## config.mk

```make
export PLATFORM = sky130hd
export DESIGN_NAME = subsystem_eq1_pipe_flat
export DESIGN_NICKNAME = d
export VERILOG_FILES = /design/src/rtl/subsystem_eq1_pipe_if.sv /design/src/rtl/subsystem_eq1_pipe.sv /design/src/flat_wrapper.sv
export SDC_FILE = /design/constraint.sdc
export NUM_CORES = 2
export LEC_CHECK = 0
export ABC_CLOCK_PERIOD_IN_PS = 19600
export BUFFER_PORTS_ARGS = -buffer_cell sky130_fd_sc_hd__buf_2
export CORE_MARGIN = 4
export CORE_UTILIZATION = 50
export CTS_BUF_LIST = sky130_fd_sc_hd__clkbuf_16
export DETAILED_ROUTE_END_ITERATION = 10
export HOLD_SLACK_MARGIN = 0.06
export PLACE_DENSITY_LB_ADDON = 0.25
export SETUP_SLACK_MARGIN = 0.05
export SYNTH_ARGS = -nofsm -noshare
export SYNTH_HDL_FRONTEND = slang
export SYNTH_SLANG_ARGS = --single-unit
```

## constraint.sdc

```tcl
create_clock -name clk -period 19.6 [get_ports clk]
set_input_delay 0.98 -clock clk [delete_from_list [all_inputs] [get_ports clk]]
set_output_delay 0.98 -clock clk [all_outputs]
set_load 0.05 [all_outputs]
```

## src/rtl/subsystem_eq1_pipe_if.sv

```systemverilog
// rtl/subsystem_eq1_pipe_if.sv - handshake and operand/result bundle for the equation-1 pipeline
interface subsystem_eq1_pipe_if #(
    parameter int N   = 20,
    parameter int IDW = 4
);
    logic             in_valid;
    logic             in_ready;
    logic [IDW-1:0]   in_id;
    logic [N-1:0]     I1;
    logic [N-1:0]     I2;
    logic [N-1:0]     I3;
    logic             out_valid;
    logic             out_ready;
    logic [IDW-1:0]   out_id;
    logic [N-1:0]     O_raw;
    logic [2*N-1:0]   O_full;
    logic             ovf;

    modport master (
        output in_valid, in_id, I1, I2, I3, out_ready,
        input  in_ready, out_valid, out_id, O_raw, O_full, ovf
    );

    modport slave (
        input  in_valid, in_id, I1, I2, I3, out_ready,
        output in_ready, out_valid, out_id, O_raw, O_full, ovf
    );
endinterface

```

## src/rtl/subsystem_eq1_pipe.sv

```systemverilog
// rtl/subsystem_eq1_pipe.sv - 3-stage global-stall pipeline for O = I3*I3*(1-I1) + I2*I1 in Q(N,FRAC)
module subsystem_eq1_pipe #(
    parameter int N    = 20,
    parameter int FRAC = 10,
    parameter int IDW  = 4,
    parameter int SAT  = 0
) (
    input  logic                  clk,
    input  logic                  rst,
    subsystem_eq1_pipe_if.slave   bus
);
    localparam int W = 2 * N;
    localparam logic signed [N-1:0] ONE = N'(1) <<< FRAC;

    function automatic logic signed [W-1:0] fxp_mul(input logic signed [N-1:0] a,
                                                     input logic signed [N-1:0] b);
        return W'(a) * W'(b);
    endfunction

    function automatic logic signed [N-1:0] fxp_sub(input logic signed [N-1:0] a,
                                                    input logic signed [N-1:0] b);
        return a - b;
    endfunction

    function automatic logic signed [W:0] fxp_add(input logic signed [W-1:0] a,
                                                  input logic signed [W-1:0] b);
        return (W+1)'(a) + (W+1)'(b);
    endfunction

    logic signed [N-1:0] i1, i2, i3;
    logic                en;

    logic                s1_valid;
    logic [IDW-1:0]      s1_id;
    logic signed [N-1:0] s1_t0, s1_t1;
    logic signed [W-1:0] s1_pb;

    logic                s2_valid;
    logic [IDW-1:0]      s2_id;
    logic signed [W-1:0] s2_pa, s2_pb;

    logic                s3_valid;
    logic [IDW-1:0]      s3_id;
    logic [N-1:0]        s3_raw;
    logic [W-1:0]        s3_full;
    logic                s3_ovf;

    logic signed [W-1:0] sq;
    logic signed [N-1:0] t0_n, t1_n;
    logic signed [W-1:0] pb_n, pa_n;
    logic signed [W:0]   sum_n, sh_n;
    logic                ovf_n;
    logic [N-1:0]        raw_n;

    assign i1 = $signed(bus.I1);
    assign i2 = $signed(bus.I2);
    assign i3 = $signed(bus.I3);

    // Every stage advances together; a held result freezes the whole pipe.
    assign en           = ~s3_valid | bus.out_ready;
    assign bus.in_ready = en;

    always_comb begin
        sq    = fxp_mul(i3, i3);
        t0_n  = N'(sq >>> FRAC);
        t1_n  = fxp_sub(ONE, i1);
        pb_n  = fxp_mul(i2, i1);
        pa_n  = fxp_mul(s1_t0, s1_t1);
        sum_n = fxp_add(s2_pa, s2_pb);
        sh_n  = sum_n >>> FRAC;
    end

    // The shifted sum fits in N bits only when bits W..N-1 are all sign copies.
    always_comb begin
        ovf_n = (sh_n[W:N-1] != '0) && (sh_n[W:N-1] != '1);
        raw_n = sh_n[N-1:0];
        if ((SAT != 0) && ovf_n) begin
            raw_n = sh_n[W] ? {1'b1, {(N-1){1'b0}}} : {1'b0, {(N-1){1'b1}}};
        end
    end

    always_ff @(posedge clk or posedge rst) begin
        if (rst) begin
            s1_valid <= 1'b0;
            s1_id    <= '0;
            s1_t0    <= '0;
            s1_t1    <= '0;
            s1_pb    <= '0;
            s2_valid <= 1'b0;
            s2_id    <= '0;
            s2_pa    <= '0;
            s2_pb    <= '0;
            s3_valid <= 1'b0;
            s3_id    <= '0;
            s3_raw   <= '0;
            s3_full  <= '0;
            s3_ovf   <= 1'b0;
        end else if (en) begin
            s1_valid <= bus.in_valid;
            s1_id    <= bus.in_id;
            s1_t0    <= t0_n;
            s1_t1    <= t1_n;
            s1_pb    <= pb_n;
            s2_valid <= s1_valid;
            s2_id    <= s1_id;
            s2_pa    <= pa_n;
            s2_pb    <= s1_pb;
            s3_valid <= s2_valid;
            s3_id    <= s2_id;
            s3_raw   <= raw_n;
            s3_full  <= sum_n[W-1:0];
            s3_ovf   <= ovf_n;
        end
    end

    assign bus.out_valid = s3_valid;
    assign bus.out_id    = s3_id;
    assign bus.O_raw     = s3_raw;
    assign bus.O_full    = s3_full;
    assign bus.ovf       = s3_ovf;
endmodule

```

## src/flat_wrapper.sv

```systemverilog
// flat-port wrapper written by rule: the top's interface ports become plain ports
module subsystem_eq1_pipe_flat 
#(
    parameter int N    = 20,
    parameter int FRAC = 10,
    parameter int IDW  = 4,
    parameter int SAT  = 0
)
  (clk, rst, bus_in_valid, bus_in_id, bus_I1, bus_I2, bus_I3, bus_out_ready, bus_in_ready, bus_out_valid, bus_out_id, bus_O_raw, bus_O_full, bus_ovf);
  subsystem_eq1_pipe_if #(.N(N), .IDW(IDW)) bus_i ();
  input  logic clk;
  input  logic rst;
  input wire logic [$bits(bus_i.in_valid)-1:0] bus_in_valid;
  input wire logic [$bits(bus_i.in_id)-1:0] bus_in_id;
  input wire logic [$bits(bus_i.I1)-1:0] bus_I1;
  input wire logic [$bits(bus_i.I2)-1:0] bus_I2;
  input wire logic [$bits(bus_i.I3)-1:0] bus_I3;
  input wire logic [$bits(bus_i.out_ready)-1:0] bus_out_ready;
  output wire logic [$bits(bus_i.in_ready)-1:0] bus_in_ready;
  output wire logic [$bits(bus_i.out_valid)-1:0] bus_out_valid;
  output wire logic [$bits(bus_i.out_id)-1:0] bus_out_id;
  output wire logic [$bits(bus_i.O_raw)-1:0] bus_O_raw;
  output wire logic [$bits(bus_i.O_full)-1:0] bus_O_full;
  output wire logic [$bits(bus_i.ovf)-1:0] bus_ovf;
  assign bus_i.in_valid = bus_in_valid;
  assign bus_i.in_id = bus_in_id;
  assign bus_i.I1 = bus_I1;
  assign bus_i.I2 = bus_I2;
  assign bus_i.I3 = bus_I3;
  assign bus_i.out_ready = bus_out_ready;
  assign bus_in_ready = bus_i.in_ready;
  assign bus_out_valid = bus_i.out_valid;
  assign bus_out_id = bus_i.out_id;
  assign bus_O_raw = bus_i.O_raw;
  assign bus_O_full = bus_i.O_full;
  assign bus_ovf = bus_i.ovf;
  subsystem_eq1_pipe #(.N(N), .FRAC(FRAC), .IDW(IDW), .SAT(SAT)) u_core (.clk(clk), .rst(rst), .bus(bus_i));
endmodule
```

=== Yosys cells after proc, flatten, opt, wreduce, memory -nomap -nowiden ===
Index checks and enable logic that the tools add are counted.

* Register bits after elaboration: 236

* Equal/unequal tests: 1
* Reduce and logical (&&, ||, !) cells: 2
* Bitwise gates (word level): 2
* Add/sub/neg operators: 2
* Multipliers: 3

{| class="wikitable"
|+ Operators by type and width
! cell !! count
|-
| 20-bit by 20-bit multiplier with 40-bit output || 2
|-
| 40-bit by 40-bit adder with 41-bit output || 1
|-
| 20-bit by 20-bit multiplier with 30-bit output || 1
|-
| 22-bit inequality test (second input constant) || 1
|-
| 22-bit nonzero test || 1
|-
| 12-bit by 20-bit subtractor with 20-bit output (first input constant) || 1
|-
| 1-bit logical AND || 1
|-
| 1-bit inverter || 1
|-
| 1-bit bitwise OR || 1
|}

=== Logic depth before layout (Yosys ltp) ===
* Depth after elaboration: 3
* Depth in mapped cells: 28
* Depth with buffers taken out: 27

=== Worst setup path before layout ===
OpenSTA, ideal clock, no wires.

* Kind: input to register
* Start point: input bus_I3[6]
* End point: register u_core.s1_t0[19]
* Stages on the path: 26
* Data required time: 19467 ps
* Arrival time: 7421 ps
* Path slack: 12046 ps
* Cells stage by stage: clkbuf_1 clkbuf_1 nand2_1 inv_1 fa_1 ha_1 a21o_1 fa_1 fa_1 inv_1 fa_1 fa_1 fa_1 inv_1 ha_1 a21o_1 a21o_1 a21oi_1 o21ai_0 a22o_1 o311ai_1 and3_1 nor3_1 a2111oi_1 xnor2_1 o21ai_0

* Longest elaborated chain between the ends: 1

{| class="wikitable"
|+ Ends and longest elaborated chain
! what !! RTL line !! text
|-
| start: declaration || flat_wrapper.sv:17 || <nowiki>input wire logic [$bits(bus_i.I3)-1:0] bus_I3;</nowiki>
|-
| 20-bit by 20-bit multiplier with 30-bit output || subsystem_eq1_pipe.sv:17 || <nowiki>return W'(a) * W'(b);</nowiki>
|-
| end signal: assignment || subsystem_eq1_pipe.sv:101 || <nowiki>s1_t0 <= t0_n;</nowiki>
|-
| end: declaration || subsystem_eq1_pipe.sv:35 || <nowiki>logic signed [N-1:0] s1_t0, s1_t1;</nowiki>
|}

Every way passes these cells.
A chain may end at the register's enable or synchronous reset.

=== Final worst setup path ===
* Start point: register u_core.s1_t0[11]
* End point: register u_core.s2_pa[39]

* Longest elaborated chain between the ends: 1

{| class="wikitable"
|+ Ends and longest elaborated chain
! what !! RTL line !! text
|-
| 20-bit by 20-bit multiplier with 40-bit output || subsystem_eq1_pipe.sv:17 ||
|-
| end signal: assignment || subsystem_eq1_pipe.sv:106 || <nowiki>s2_pa <= pa_n;</nowiki>
|-
| end: declaration || subsystem_eq1_pipe.sv:40 || <nowiki>logic signed [W-1:0] s2_pa, s2_pb;</nowiki>
|}

Every way passes these cells.

==> out/metrics.csv <==
stage,metric,value,unit
grt,initial antenna violation count,2,
logic_synthesis,Mapped Area,0.0502,mm2
cts,CTS Buffer Depth,3,
logic_synthesis,main combinational cell family by area after synthesis,adder cells,
cells_and_area,layout cells sized above 1,4.00,%
floorplan,starting density of the core,50.7,%
floorplan,IO Count,135,
logic_synthesis,post-synth top area share,44.8,%
min_path,WHS Path Cells,2,
logic_synthesis,Synth async-reset ratio,100,%
cts,Clock Sinks,216,
logic_synthesis,Mapped Nets,7016,
logic_synthesis,top_reg_cell synth,dfrtp_1,
detailed_routing,routed wire length per instance,17.5,um
critical_path,Worst R2R Path Depth,23,
place,port buffer count,134,
logic_synthesis,Simple-Gate Fraction of Synth Area,15.5,%
timing,Fmax,126,MHz
critical_path,worst r2r src,u_core.s1_t0[11],
timing,"Slew Viols, Final",0,
detailed_routing,via count,34633,
cells_and_area,# diodes,0,
floorplan,placement row count,115,
cells_and_area,area of the multi-input gates,0.0389,mm2
floorplan,die area,0.106,mm2
grt,total gr overflow,0,
floorplan,Chip Height,325,um
critical_path,Worst setup SP type,register,
timing,setup TNS,0,ps
logic_synthesis,"Seq/Total Area, Yosys",10.8,%
cts,Clock Latency Late Sink,570,ps
detailed_routing,DRT iter0 DRCs,1930,
critical_path,CP arrival,8360,ps
timing,Slew HR,32.1,%
cts,Post-CTS Setup Repair Bufs,0,
min_path,worst hold-check path type,register to register,
critical_path,cell family with most CP delay,adder cells,
grt,GRT Total Usage,23.2,%
timing,skew final,13.4,ps
critical_path,CP max stage delay,1000,ps
critical_path,CP max stage cell,dfrtp_1,
place,Placer Congestion,0.885,
cts,CTS Hold Buffers Added,0,
cts,CTS Buf Count,27,
cts,clock slew at reported path FFs,60,ps
critical_path,Critical R2R Capture,u_core.s2_pa[39],
detailed_routing,routed wire length,118000,um
logic_synthesis,post-synthesis mux area share,0.107,%
timing,hold slack,458,ps
cells_and_area,"commonest non-fill, non-tap cell in the layout",inv_1,
critical_path,most frequent CP cell,fa_1,
cells_and_area,most frequent cells in the layout,"inv_1, fa_1, nand2_1",
critical_path,Worst setup EP type,register,
logic_synthesis,syn avg cell area,9.16,um2
logic_synthesis,Area contributors post-synth,"fa_1, dfrtp_1, inv_1, ha_1, and2_1",
critical_path,R2R Setup Slk,11650,ps
grt,vias in the first global route,38127,
timing,worst-margin pin slew,1020,ps
critical_path,WP data required,20000,ps
critical_path,CP Launch Point,u_core.s1_t0[11],
logic_synthesis,Synth Instances,5481,
cts,TritonCTS clock tree,yes,
logic_synthesis,Yosys Warn Count,0,
cells_and_area,register area,0.00541,mm2
logic_synthesis,"FF+latch count, synth",216,
detailed_routing,Vias/cell,5.16,
detailed_routing,DRC viols,0,
logic_synthesis,Synth area leader,fa_1,
cells_and_area,Syn-to-layout area delta,4.59,%
critical_path,crit path kind,register to register,
critical_path,CP Depth,23,
critical_path,crit path buf inv count,3,
flow_run,maxcap violations,0,
timing,RSZ-0062 raised after global routing,false,
critical_path,crit path max fanout,21,
cells_and_area,Nets,6936,
floorplan,Die W,325,um
grt,first-pass GRT wire length,199000,um
cts,H-tree lvl count,1,
detailed_routing,TritonRoute pass-1 iters,5,
critical_path,Critical Path End,u_core.s2_pa[39],
timing,period utilisation layout,40.6,%
cts,Root Driver,clkbuf_16,
logic_synthesis,Synth Area in Compound Gates,5.60,%
timing,Fin. Hold Viols,0,
floorplan,Core ar.,0.0990,mm2
critical_path,crit path cell chain,nand2_1 -> fa_1 -> fa_1 -> fa_1 -> inv_1 -> fa_1 -> fa_1 -> fa_1 -> inv_1 -> fa_1 -> inv_1 -> ha_1 -> and3_1 -> a41oi_1 -> o311ai_0 -> a21oi_1 -> o211a_1 -> a31oi_1 -> a31oi_1 -> o31a_1 -> a31oi_1 -> xnor2_1 -> a21oi_1,
timing,Final setup viols,0,
place,Post-DP HPWL,95400,um
timing,crit path time final,7950,ps
logic_synthesis,Synth Area in XOR/XNOR,2.91,%
logic_synthesis,"Distinct cells, synth",73,
cts,PostCTS Resize Cnt,0,
logic_synthesis,Synth Area in Adders,53.3,%
logic_synthesis,Post-synth EDFFs,0,
cells_and_area,Fillers,9078,
detailed_routing,Detail Route Antenna Nets,0,
grt,largest net degree at the start of global routing,93,
status,status,"complete, no violations",
## cell usage after synthesis, types with 7 or more instances
library cell,count
inv_1,1298
fa_1,1124
nand2_1,738
and2_1,515
ha_1,343
clkbuf_1,235
dfrtp_1,216
nor2_1,185
a21oi_1,177
xnor2_1,101
o21ai_0,92
xor2_1,66
a21o_1,62
nand3_1,32
nand2b_1,31
nor3_1,25
buf_4,20
and3_1,19
o31ai_1,18
a31oi_1,16
o21a_1,16
o21bai_1,15
or3_1,14
nor2b_1,12
nand3b_1,8
a211oi_1,7
or2_2,7
## how the worst min path moves through the flow
stage                           end             start  slack, ps
2_1_floorplan       u_core.s2_valid   u_core.s2_valid        430
3_3_place_gp        u_core.s2_valid   u_core.s2_valid        440
3_5_place_dp   u_core.bus.out_valid   u_core.s2_valid        450
4_1_cts        u_core.bus.out_valid   u_core.s2_valid        460
5_1_grt            u_core.s2_pb[16]  u_core.s2_pb[16]        490
6_report            u_core.s2_valid   u_core.s2_valid        460
## metrics by stage
step | setup slack, ps | utilization [%] | cells | instance area [um2]
finish | 11650 | 53.1 | 6708 | 52500
CTS | 11690 | 53.1 | 6708 | 52500
floorplan | 12050 | - | 5481 | 50200
global route | 11130 | 53.1 | 6708 | 52500
detailed placement | 11230 | 52.1 | 6659 | 51600
global placement | 11280 | 52.1 | 6659 | 51600
## worst register-to-register path: stages, from the launching register on
cell,delay [ps]
dfrtp_1,1000
nand2_1,220
fa_1,540
fa_1,520
fa_1,520
inv_1,60
fa_1,570
fa_1,440
fa_1,500
inv_1,50
fa_1,470
inv_1,40
ha_1,340
and3_1,220
a41oi_1,210
o311ai_0,200
a21oi_1,320
o211a_1,200
a31oi_1,140
a31oi_1,420
o31a_1,330
a31oi_1,130
xnor2_1,260
a21oi_1,100
## state kept, by name, summed over array words and instances (netlist names), 4 cells and up
name	flops
u_core.s1_pb	40
u_core.s2_id	4
u_core.bus.O_full	40
u_core.s2_pa	40
u_core.s1_t0	20
u_core.bus.out_id	4
u_core.s2_pb	40
u_core.s1_id	4
u_core.s1_t1	20
## layout make-up
cell class,count,area share [%]
clock buffers,27,1.29
clock inverters,22,0.486
inverters,1300,9.32
multi-input cells,3707,74.1
flip-flops and latches,216,10.3
well taps,1287,3.07
repair buffers,149,1.49
## kinds of logic (layout without fill, tap and decap cells)
logic type | after synthesis | count (layout)
multiplexers | 5 | 5
XOR/XNOR | 167 | 167
buffers and inverters | 1558 | 1498
AND/OR/NAND/NOR | 1615 | 1615
flip-flops | 216 | 216
AO/OA/AOI/OAI | 453 | 453
adder cells (fa/ha/maj) | 1467 | 1467
## layer usage
layer	up-vias	GRT usage, %	share of wire (%)
met5	-	0	0
met4	0	5.39	2.5
met3	190	3.82	6.1
met2	863	38.7	47
met1	17664	32.1	44
li1	15916	-	-
Power is not shown: default switching activity piles up to over one toggle a cycle in this logic, so the estimate is an artifact.
